### src/rtl/unique_draw_pkg.sv
// Shared definitions for the unique_draw_seq block.
//   state_t     : draw sequencer FSM states (SHUFFLE, HOLD, DONE)
//   clog2_safe  : ceiling log2 that never returns less than 1, so counters
//                 sized from small parameters always have at least one bit
package unique_draw_pkg;

    typedef enum logic [1:0] {
        SHUFFLE = 2'd0,
        HOLD    = 2'd1,
        DONE    = 2'd2
    } state_t;

    function automatic int clog2_safe(input int value);
        if (value <= 1) begin
            return 1;
        end else begin
            return $clog2(value);
        end
    endfunction

endpackage

### src/rtl/unique_draw_seq_hold_timer.sv
// hold_timer: down-counter that stays busy for exactly HOLD_CYCLES cycles
// after a load pulse.
//   clk    : system clock
//   rst    : synchronous active-high reset (also used for round clear)
//   load   : start a hold period; counter loads HOLD_CYCLES-1
//   busy   : registered, high while the hold period runs
//   expire : high in the last busy cycle (counter at zero)
module hold_timer
    import unique_draw_pkg::*;
#(
    parameter int HOLD_CYCLES = 200000000
) (
    input  logic clk,
    input  logic rst,
    input  logic load,
    output logic busy,
    output logic expire
);

    localparam int CNT_W = clog2_safe(HOLD_CYCLES);

    logic [CNT_W-1:0] cnt_r;
    logic             busy_r;

    // Countdown register and busy flag.
    always_ff @(posedge clk) begin
        if (rst) begin
            cnt_r  <= {CNT_W{1'b0}};
            busy_r <= 1'b0;
        end else if (load) begin
            cnt_r  <= CNT_W'(HOLD_CYCLES - 1);
            busy_r <= 1'b1;
        end else if (busy_r) begin
            if (cnt_r == {CNT_W{1'b0}}) begin
                busy_r <= 1'b0;
            end else begin
                cnt_r <= cnt_r - {{(CNT_W-1){1'b0}}, 1'b1};
            end
        end else begin
            cnt_r  <= cnt_r;
            busy_r <= busy_r;
        end
    end

    assign busy   = busy_r;
    assign expire = busy_r && (cnt_r == {CNT_W{1'b0}});

endmodule

### src/rtl/unique_draw_seq.sv
// unique_draw_seq: no-repeat draw sequencer.
// Shows live random values, latches one on each draw request, freezes it for
// HOLD_CYCLES cycles and keeps a history of DEPTH drawn values so that no
// value repeats within a round. done rises after DEPTH draws.
//   clk      : system clock
//   rst      : synchronous active-high reset
//   r_in     : free-running random value
//   draw     : single-cycle draw request
//   clear    : synchronous round restart (same effect as rst)
//   r_out    : displayed value (registered)
//   r_valid  : r_out holds a value not present in history
//   holding  : hold timer running, r_out frozen
//   draw_cnt : draws committed this round
//   done     : round complete
// Optional build macro UNIQUE_DRAW_EXCLUDE_ZERO_EN: value 0 is treated as a
// duplicate (never shown valid, never committed); DEPTH limited to 2**WIDTH-1.
module unique_draw_seq
    import unique_draw_pkg::*;
#(
    parameter int WIDTH       = 8,
    parameter int DEPTH       = 4,
    parameter int HOLD_CYCLES = 200000000
) (
    input  logic                         clk,
    input  logic                         rst,
    input  logic [WIDTH-1:0]             r_in,
    input  logic                         draw,
    input  logic                         clear,
    output logic [WIDTH-1:0]             r_out,
    output logic                         r_valid,
    output logic                         holding,
    output logic [$clog2(DEPTH+1)-1:0]   draw_cnt,
    output logic                         done
);

    localparam int CNT_W = clog2_safe(DEPTH + 1);

`ifdef UNIQUE_DRAW_EXCLUDE_ZERO_EN
    localparam longint MAX_DEPTH = (64'sd1 <<< WIDTH) - 64'sd1;
`else
    localparam longint MAX_DEPTH = (64'sd1 <<< WIDTH);
`endif

    if (DEPTH < 1 || longint'(DEPTH) > MAX_DEPTH) begin : g_depth_check
        $error("unique_draw_seq: DEPTH out of range");
    end
    if (HOLD_CYCLES < 1) begin : g_hold_check
        $error("unique_draw_seq: HOLD_CYCLES must be >= 1");
    end

    state_t             state_r;
    logic [WIDTH-1:0]   r_out_r;
    logic               r_valid_r;
    logic [CNT_W-1:0]   draw_cnt_r;
    logic               done_r;
    logic [WIDTH-1:0]   history_r   [DEPTH];
    logic [DEPTH-1:0]   hist_valid_r;

    logic [DEPTH-1:0]   match_s;
    logic               dup_s;
    logic               restart_s;
    logic               commit_s;
    logic               timer_busy_s;
    logic               timer_expire_s;

    assign restart_s = rst | clear;
    // A draw only commits from SHUFFLE with a value already checked unique.
    assign commit_s  = (state_r == SHUFFLE) && draw && r_valid_r;

    // Duplicate check of live r_in against every valid history entry.
    always_comb begin
        match_s = {DEPTH{1'b0}};
        for (int i = 0; i < DEPTH; i++) begin
            match_s[i] = hist_valid_r[i] && (history_r[i] == r_in);
        end
`ifdef UNIQUE_DRAW_EXCLUDE_ZERO_EN
        dup_s = (|match_s) || (r_in == {WIDTH{1'b0}});
`else
        dup_s = |match_s;
`endif
    end

    hold_timer #(
        .HOLD_CYCLES (HOLD_CYCLES)
    ) u_hold_timer (
        .clk    (clk),
        .rst    (restart_s),
        .load   (commit_s),
        .busy   (timer_busy_s),
        .expire (timer_expire_s)
    );

    // Sequencer FSM, history storage and registered outputs.
    always_ff @(posedge clk) begin
        if (restart_s) begin
            state_r      <= SHUFFLE;
            r_out_r      <= {WIDTH{1'b0}};
            r_valid_r    <= 1'b0;
            draw_cnt_r   <= {CNT_W{1'b0}};
            done_r       <= 1'b0;
            hist_valid_r <= {DEPTH{1'b0}};
        end else begin
            case (state_r)
                SHUFFLE: begin
                    if (commit_s) begin
                        // r_out was checked against the unchanged history,
                        // so this entry can never duplicate an earlier one.
                        for (int i = 0; i < DEPTH; i++) begin
                            if (draw_cnt_r == CNT_W'(i)) begin
                                history_r[i]    <= r_out_r;
                                hist_valid_r[i] <= 1'b1;
                            end else begin
                                history_r[i]    <= history_r[i];
                                hist_valid_r[i] <= hist_valid_r[i];
                            end
                        end
                        draw_cnt_r <= draw_cnt_r + {{(CNT_W-1){1'b0}}, 1'b1};
                        state_r    <= HOLD;
                    end else if (!dup_s) begin
                        r_out_r   <= r_in;
                        r_valid_r <= 1'b1;
                    end else begin
                        r_out_r   <= r_out_r;
                        r_valid_r <= r_valid_r;
                    end
                end
                HOLD: begin
                    if (timer_expire_s) begin
                        // Force a fresh unique sample before the next draw.
                        r_valid_r <= 1'b0;
                        if (draw_cnt_r == CNT_W'(DEPTH)) begin
                            state_r <= DONE;
                            done_r  <= 1'b1;
                        end else begin
                            state_r <= SHUFFLE;
                        end
                    end else begin
                        state_r <= HOLD;
                    end
                end
                DONE: begin
                    state_r <= DONE;
                end
                default: begin
                    state_r <= SHUFFLE;
                end
            endcase
        end
    end

    assign r_out    = r_out_r;
    assign r_valid  = r_valid_r;
    assign holding  = timer_busy_s;
    assign draw_cnt = draw_cnt_r;
    assign done     = done_r;

endmodule

### config.mk
export PLATFORM = sky130hd
export DESIGN_NAME = unique_draw_seq
export DESIGN_NICKNAME = d
export VERILOG_FILES = /design/src/rtl/unique_draw_pkg.sv /design/src/rtl/unique_draw_seq_hold_timer.sv /design/src/rtl/unique_draw_seq.sv
export SDC_FILE = /design/constraint.sdc
export NUM_CORES = 1
export LEC_CHECK = 0
export ABC_AREA = 1
export BUFFER_PORTS_ARGS = -buffer_cell sky130_fd_sc_hd__buf_2
export CAP_MARGIN = 5
export CELL_PAD_IN_SITES_DETAIL_PLACEMENT = 0
export CELL_PAD_IN_SITES_GLOBAL_PLACEMENT = 1
export CORE_ASPECT_RATIO = 0.5
export CORE_MARGIN = 2
export CORE_UTILIZATION = 45
export CTS_CLUSTER_DIAMETER = 100
export DETAILED_ROUTE_END_ITERATION = 8
export GPL_ROUTABILITY_DRIVEN = 0
export PLACE_DENSITY_LB_ADDON = 0.1
export SLEW_MARGIN = 20
export SYNTH_ARGS = -nofsm -noshare
export SYNTH_HDL_FRONTEND = slang
export SYNTH_SLANG_ARGS = --single-unit
### constraint.sdc
create_clock -name clk -period 2.24 [get_ports clk]
set_input_delay 0.56 -clock clk [delete_from_list [all_inputs] [get_ports clk]]
set_output_delay 0.56 -clock clk [all_outputs]
set_load 0.02 [all_outputs]
==> metrics, run 1 <==
status completed; Port Buffers 25; worst r2r src u_hold_timer.cnt_r[0]$_SDFFE_PP0P_; CTS max path bufs 2; post-detail-place hpwl 6890 um; H-tree levels 3; final setup vio count 0; clock skew 9.19 ps; Synth async-reset ratio 0%; vias in the first global route 3264; Placed Instances 684; Hold EP done$_SDFFE_PP0P_; number of non-filler instances in the completed layout 700; Synth warnings 0; Final TNS setup 0 ps; # IOs 26; Initial Utilization 46.7%; worst path arrival time 2070 ps; Static Leak 2.17 nW; Nets 596; Area Growth Syn to Fin 14.4%; Post-Syn Nets 564; total global-route track usage 20.3%; Hold Path Depth 2; TritonRoute pass-1 iters 5; CTS tree done; Clock Latency Late Sink 340 ps; Fin. Hold Viols 0; drt total wl 9370 um; crit path max fanout 17; R2R setup slack 410 ps; Worst EP required 2480 ps; Post-Syn Instances 546; core footprint 0.00877 mm^2; Worst setup SP type flip-flop; # Post-CTS Setup Buffers 0; Main synth FF type dfxtp_1; max cap viols 0; wire per inst 13.4 um; Commonest cells post-synth 133 x nand2_1, 78 x nor2_1, 75 x inv_1; area share of the largest cell type after synthesis 23.5%; global-route wire length before repair 15900 um; cts repair resizes 0; Die Y 71.5 um; synth top area cells dfxtp_1 23%, edfxtp_1 23%, nand2_1 12%; Slew HR 66.0%; Syn Area/Cell 7.50 um^2; Detail Route Antenna Nets 0; Iteration-0 DRC Markers 166; R2R depth 14; mapped cell area 0.00410 mm^2; RSZ-0062 raised after global routing no; Post-synth EDFFs 32; DP Area 0.00437 mm^2; Horiz. Die Dim 139 um; CTS Root Buffer Type clkbuf_16; Sink Count 80; Max IR drop VDD 372 uV; Least-Margin Pin Slew 509 ps; worst reg2reg path endpoint u_hold_timer.cnt_r[14]$_SDFFE_PP0P_; Worst Path Class, Setup reg2reg; fill count 871; Hold Buf Count CTS 0; hold path start done$_SDFFE_PP0P_; total grt overflow 0; fin crit share 81.7%; Power Density 744 mW/mm^2; cts bufs inserted 9; most frequent cell after synthesis nand2_1; FP Rows 24; largest net degree at the start of global routing 24; Ant. Diodes 0; routed vias/inst 4.86; post-synth cell types 35; min-delay worst type reg2reg; Crit. End Element flip-flop; Worst-path clk slew 60 ps; post-synthesis register bit count 80; Slew Viols, Final 0; Die ar. 0.00993 mm^2; DRC Markers 0; layout cells sized above 1 12.5%; initial antenna violation count 0; Max Fclk 546 MHz; Final Cell Area 0.00469 mm^2; Seq/Total Area, Yosys 46.9%; Final min period 1830 ps; Synth area leader dfxtp_1; DR vias 3399
[worst max-delay path by stage]
| stage | start | slack (ps) | endpoint | cells after the start |
|---|---|---|---|---|
| after detailed placement | r_in[5] | 270 | r_out[6]$_SDFFE_PP0P_ | 11 |
| after CTS | u_hold_timer.cnt_r[0]$_SDFFE_PP0P_ | 400 | u_hold_timer.cnt_r[14]$_SDFFE_PP0P_ | 14 |
| after global routing | u_hold_timer.cnt_r[0]$_SDFFE_PP0P_ | 220 | u_hold_timer.cnt_r[14]$_SDFFE_PP0P_ | 14 |
| final | u_hold_timer.cnt_r[0]$_SDFFE_PP0P_ | 410 | u_hold_timer.cnt_r[14]$_SDFFE_PP0P_ | 14 |
| after global placement | r_in[5] | 310 | r_out[2]$_SDFFE_PP0P_ | 11 |
| after floorplan | draw | 360 | history_r[0][0]$_DFFE_PP_ | 5 |
[kinds of logic after synthesis]
| group | synth area share (%) |
|---|---|
| DFF | 46.9 |
| xor gates and xnor gates | 2.78 |
| buffers and inverters | 9.16 |
| and+or+nand+nor | 30.7 |
| adders and majority gates | 1.83 |
| AOI/OAI and AO/OA | 8.61 |
[state kept, by name (all words and copies together) (netlist names)]
signal and cells:
draw_cnt 3, done 1, r_out 8, hist_valid_r 4, history_r 32, r_valid 1
state_r 2, u_hold_timer.cnt_r 28, u_hold_timer.busy 1
[cell usage in the layout, fill, tap and decap left out, types with 4 or more instances in the layout]
cell type,Yosys,layout
nor2_2,5,5
o211ai_1,5,5
inv_1,75,75
nand4_1,11,11
dfxtp_1,48,48
a31oi_1,4,4
o21ai_0,11,11
a21oi_1,41,41
nand2_1,133,133
o21ai_1,6,6
inv_2,6,6
ha_1,6,6
buf_4,0,8
nand2_2,4,4
xnor2_1,7,7
clkbuf_16,0,10
xor2_1,6,6
edfxtp_1,32,32
nor2_1,78,78
buf_2,4,25
nand3_1,37,37
[power by group]
group / internal [W] / switching, W / total, W / leakage [nW]
Sequential: 0.00153 / 0.0000271 / 0.00156 / 0.680
Clock: 0.000939 / 0.000596 / 0.00153 / 0.151
Combinational: 0.000130 / 0.000259 / 0.000389 / 1.34
Total: 0.00260 / 0.000882 / 0.00349 / 2.17
[routing by layer]
layer / vias up / global-route usage (%) / share of wire, %
met3: 14 / 4.68 / 3.6
met4: 0 / 7.07 / 1.9
met5: - / 0 / 0
met1: 1512 / 26.3 / 49
met2: 58 / 34.0 / 45
li1: 1815 / - / -
[critical path, cell delays in order (launching register included)]
cell	delay, ps
dfxtp_1	350
inv_1	70
ha_1	240
nand2_2	120
inv_2	50
nand2_2	80
nor2_2	60
nand2_4	100
nand2_8	130
inv_6	140
nand2_2	70
o21ai_0	150
nand3_1	80
nand2_1	60
inv_1	30
[layout make-up]
type | count | area (um^2) | share of cell area [%]
clock inverters | 5 | 63.8 | 1.36
clock buffers | 11 | 254 | 5.42
multi-input cells | 371 | 1800 | 38.4
inverters | 83 | 317 | 6.75
flip-flops and latches | 80 | 1920 | 41.0
well taps | 117 | 146 | 3.12
repair buffers | 33 | 185 | 3.95
[stage by stage]
step / setup slack [ps] / hold WS (ps) / total power (W) / utilization (%)
after global routing: 218 / 494 / 0.00363 / 53.5
after global placement: 311 / 438 / 0.00199 / 49.8
final: 409 / 456 / 0.00349 / 53.5
after CTS: 403 / 458 / 0.00353 / 53.5
after detailed placement: 273 / 446 / 0.00198 / 49.8
after floorplan: 361 / 436 / 0.00188 / -
No activity file was read; power rests on OpenSTA's default activity.
==> run 2, diff against run 1 <==
==> constraint.sdc (replaced) <==
create_clock -name clk -period 1.7 [get_ports clk]
set_input_delay 0.425 -clock clk [delete_from_list [all_inputs] [get_ports clk]]
set_output_delay 0.425 -clock clk [all_outputs]
set_load 0.02 [all_outputs]
==> metrics, run 2 (synthesis results as in run 1) <==
status completed; DR vias 3631 (+6.8%); Buf/Inv on CP 3 (-1); Largest register FFs 32 (unchanged); Worst setup SP type flip-flop; Max IR drop VDD 502 uV (+35%); Hold Buf Count CTS 0 (unchanged); Largest stage delay, worst path 340 ps (about the same); layout cells sized above 1 25.4% (+13 points); vias in the first global route 3372 (+3.3%); delay-heaviest family, CP simple AND/OR/NAND/NOR gates; number of non-filler instances in the completed layout 754 (+7.7%); initial antenna violation count 0 (unchanged); routed vias/inst 4.82 (-0.83%); R2R setup slack 20 ps (-390 ps); global-route wire length before repair 16300 um (+2.5%); fin crit share 99.0% (+17 points); RSZ-0062 raised after global routing yes; Critical Path, Cell by Cell inv_1 > nand2_2 > nor2_2 > nand2_2 > nor2_4 > nand2_4 > nand2_8 > buf_6 > buf_6 > o21ai_1 > a21oi_1 > nor2_1; Crit. End Element flip-flop; TritonRoute pass-1 iters 4 (-1); FP Rows 24 (unchanged); Horiz. Die Dim 139 um (unchanged); total global-route track usage 21.1% (+0.81 points); cts bufs inserted 9 (unchanged); worst r2r src u_hold_timer.cnt_r[22]$_SDFFE_PP0P_; final critical-path setup slack 17.6 ps (-391 ps); Max Fclk 594 MHz (+8.8%); Setup crit end u_hold_timer.cnt_r[0]$_SDFFE_PP0P_; Worst-path clk slew 60 ps (about the same); Port Buffers 25 (unchanged); Sink Count 80 (unchanged); min-delay worst type in2reg; clock skew 6.06 ps (-3.13 ps); DRC Markers 0 (unchanged); Power Density 893 mW/mm^2 (+20%); Die ar. 0.00993 mm^2 (unchanged); Least-Margin Pin Slew 435 ps (-73.9 ps); Worst EP required 1930 ps (-550 ps); dpl ws -56.4 ps (-330 ps); core footprint 0.00877 mm^2 (unchanged); largest net degree at the start of global routing 24 (unchanged); total power 0.00466 W (+34%); Iteration-0 DRC Markers 208 (+25%); Clock Latency Late Sink 340 ps (about the same); most common cell after layout, fill and taps aside nand2_1; Worst Path Class, Setup reg2reg; post-detail-place hpwl 7320 um (+6.2%); Static Leak 2.46 nW (+14%); worst path arrival time 1910 ps (-160 ps); Ant. Diodes 0 (unchanged); # IOs 26 (unchanged); Worst path slowest cell dfxtp_2; crit path max fanout 7 (-10); Placed Instances 727 (+6.3%); Final min period 1680 ps (-149 ps); Initial Utilization 46.7% (unchanged); Nets 650 (+9.1%); H-tree levels 3 (unchanged); final setup vio count 0 (unchanged); total grt overflow 0 (unchanged); wire per inst 13.3 um (-0.34%); R2R depth 12 (-2); CTS tree done; CP startpoint u_hold_timer.cnt_r[22]$_SDFFE_PP0P_; Area Growth Syn to Fin 27.4%; Slew HR 71.0% (+4.9 points); CTS max path bufs 2 (unchanged); max cap viols 0 (unchanged); Fin. Hold Viols 0 (unchanged); Stages on worst setup path 12 (-2); Core Util, Final 59.5% (+6.1 points); Die Y 71.5 um (unchanged); worst reg2reg path endpoint u_hold_timer.cnt_r[0]$_SDFFE_PP0P_; most frequent cells in the layout 130 x nand2_1, 73 x inv_1, 62 x nor2_1, 60 x buf_4; CTS Root Buffer Type clkbuf_16; Detail Route Antenna Nets 0 (unchanged); drt total wl 10100 um (+7.3%); Slew Viols, Final 0 (unchanged); largest register by flop count history_r
==> run 2: power breakdown <==
part | internal [W] | leakage, nW | switching (W)
combinational | 0.000275 | 1.64 | 0.000387
sequential | 0.00202 | 0.684 | 0.0000339
clock | 0.00114 | 0.141 | 0.000805
total | 0.00344 | 2.46 | 0.00123
==> run 2: routing by layer <==
metal	track usage, %	vias up	share of wire [%]
met1	27.4	1652	48
met3	5.01	8	3.9
met2	36.0	47	47
met4	5.72	0	0.79
met5	0	-	0
li1	-	1924	-
==> run 2: area by class of cell <==
cell class                 count  area [um^2]
clock inverter                 7         71.3
sequential                    80         1930
inverter                      83          319
fill                         824         3550
tap                          117          146
multi-input combinational    371         1930
clock buffer                   9          225
timing repair buffer          87          598
==> run 2: worst register-to-register path, delay by kind of cell (launching register included) <==
| kind | cells | cell delay (ps) |
|---|---|---|
| buffers and inverters | 3 | 330 |
| DFF | 1 | 340 |
| and+or+nand+nor | 7 | 700 |
| AOI/OAI and AO/OA | 2 | 200 |
==> run 2: timing repair <==
| action | CTS | global route |
|---|---|---|
| buffers inserted | 5 | 6 |
| pin swaps | 4 | 12 |
| gates resized for setup | 9 | 42 |
| endpoints found under the setup margin | 5 | 31 |
==> run 2: worst min path at each step <==
| stage | slack (ps) | startpoint | cells past startpoint | endpoint |
|---|---|---|---|---|
| global placement | 440 | done$_SDFFE_PP0P_ | 2 | done$_SDFFE_PP0P_ |
| CTS | 410 | r_in[7] | 3 | r_out[7]$_SDFFE_PP0P_ |
| global route | 450 | r_in[7] | 3 | r_out[7]$_SDFFE_PP0P_ |
| floorplan | 440 | hist_valid_r[2]$_SDFFE_PP0P_ | 2 | hist_valid_r[2]$_SDFFE_PP0P_ |
| detailed placement | 440 | done$_SDFFE_PP0P_ | 2 | done$_SDFFE_PP0P_ |
| finish | 420 | r_in[7] | 3 | r_out[7]$_SDFFE_PP0P_ |
==> run 2: per-stage QoR <==
step                      TNS (ps)  cell area (um^2)  hold slack, ps
after detailed placement      -440              4690             439
after floorplan              -3420              4100             436
final                            0              5220             419
after global placement        -129              4690             439
after global routing          -362              5220             454
after CTS                        0              5060             414
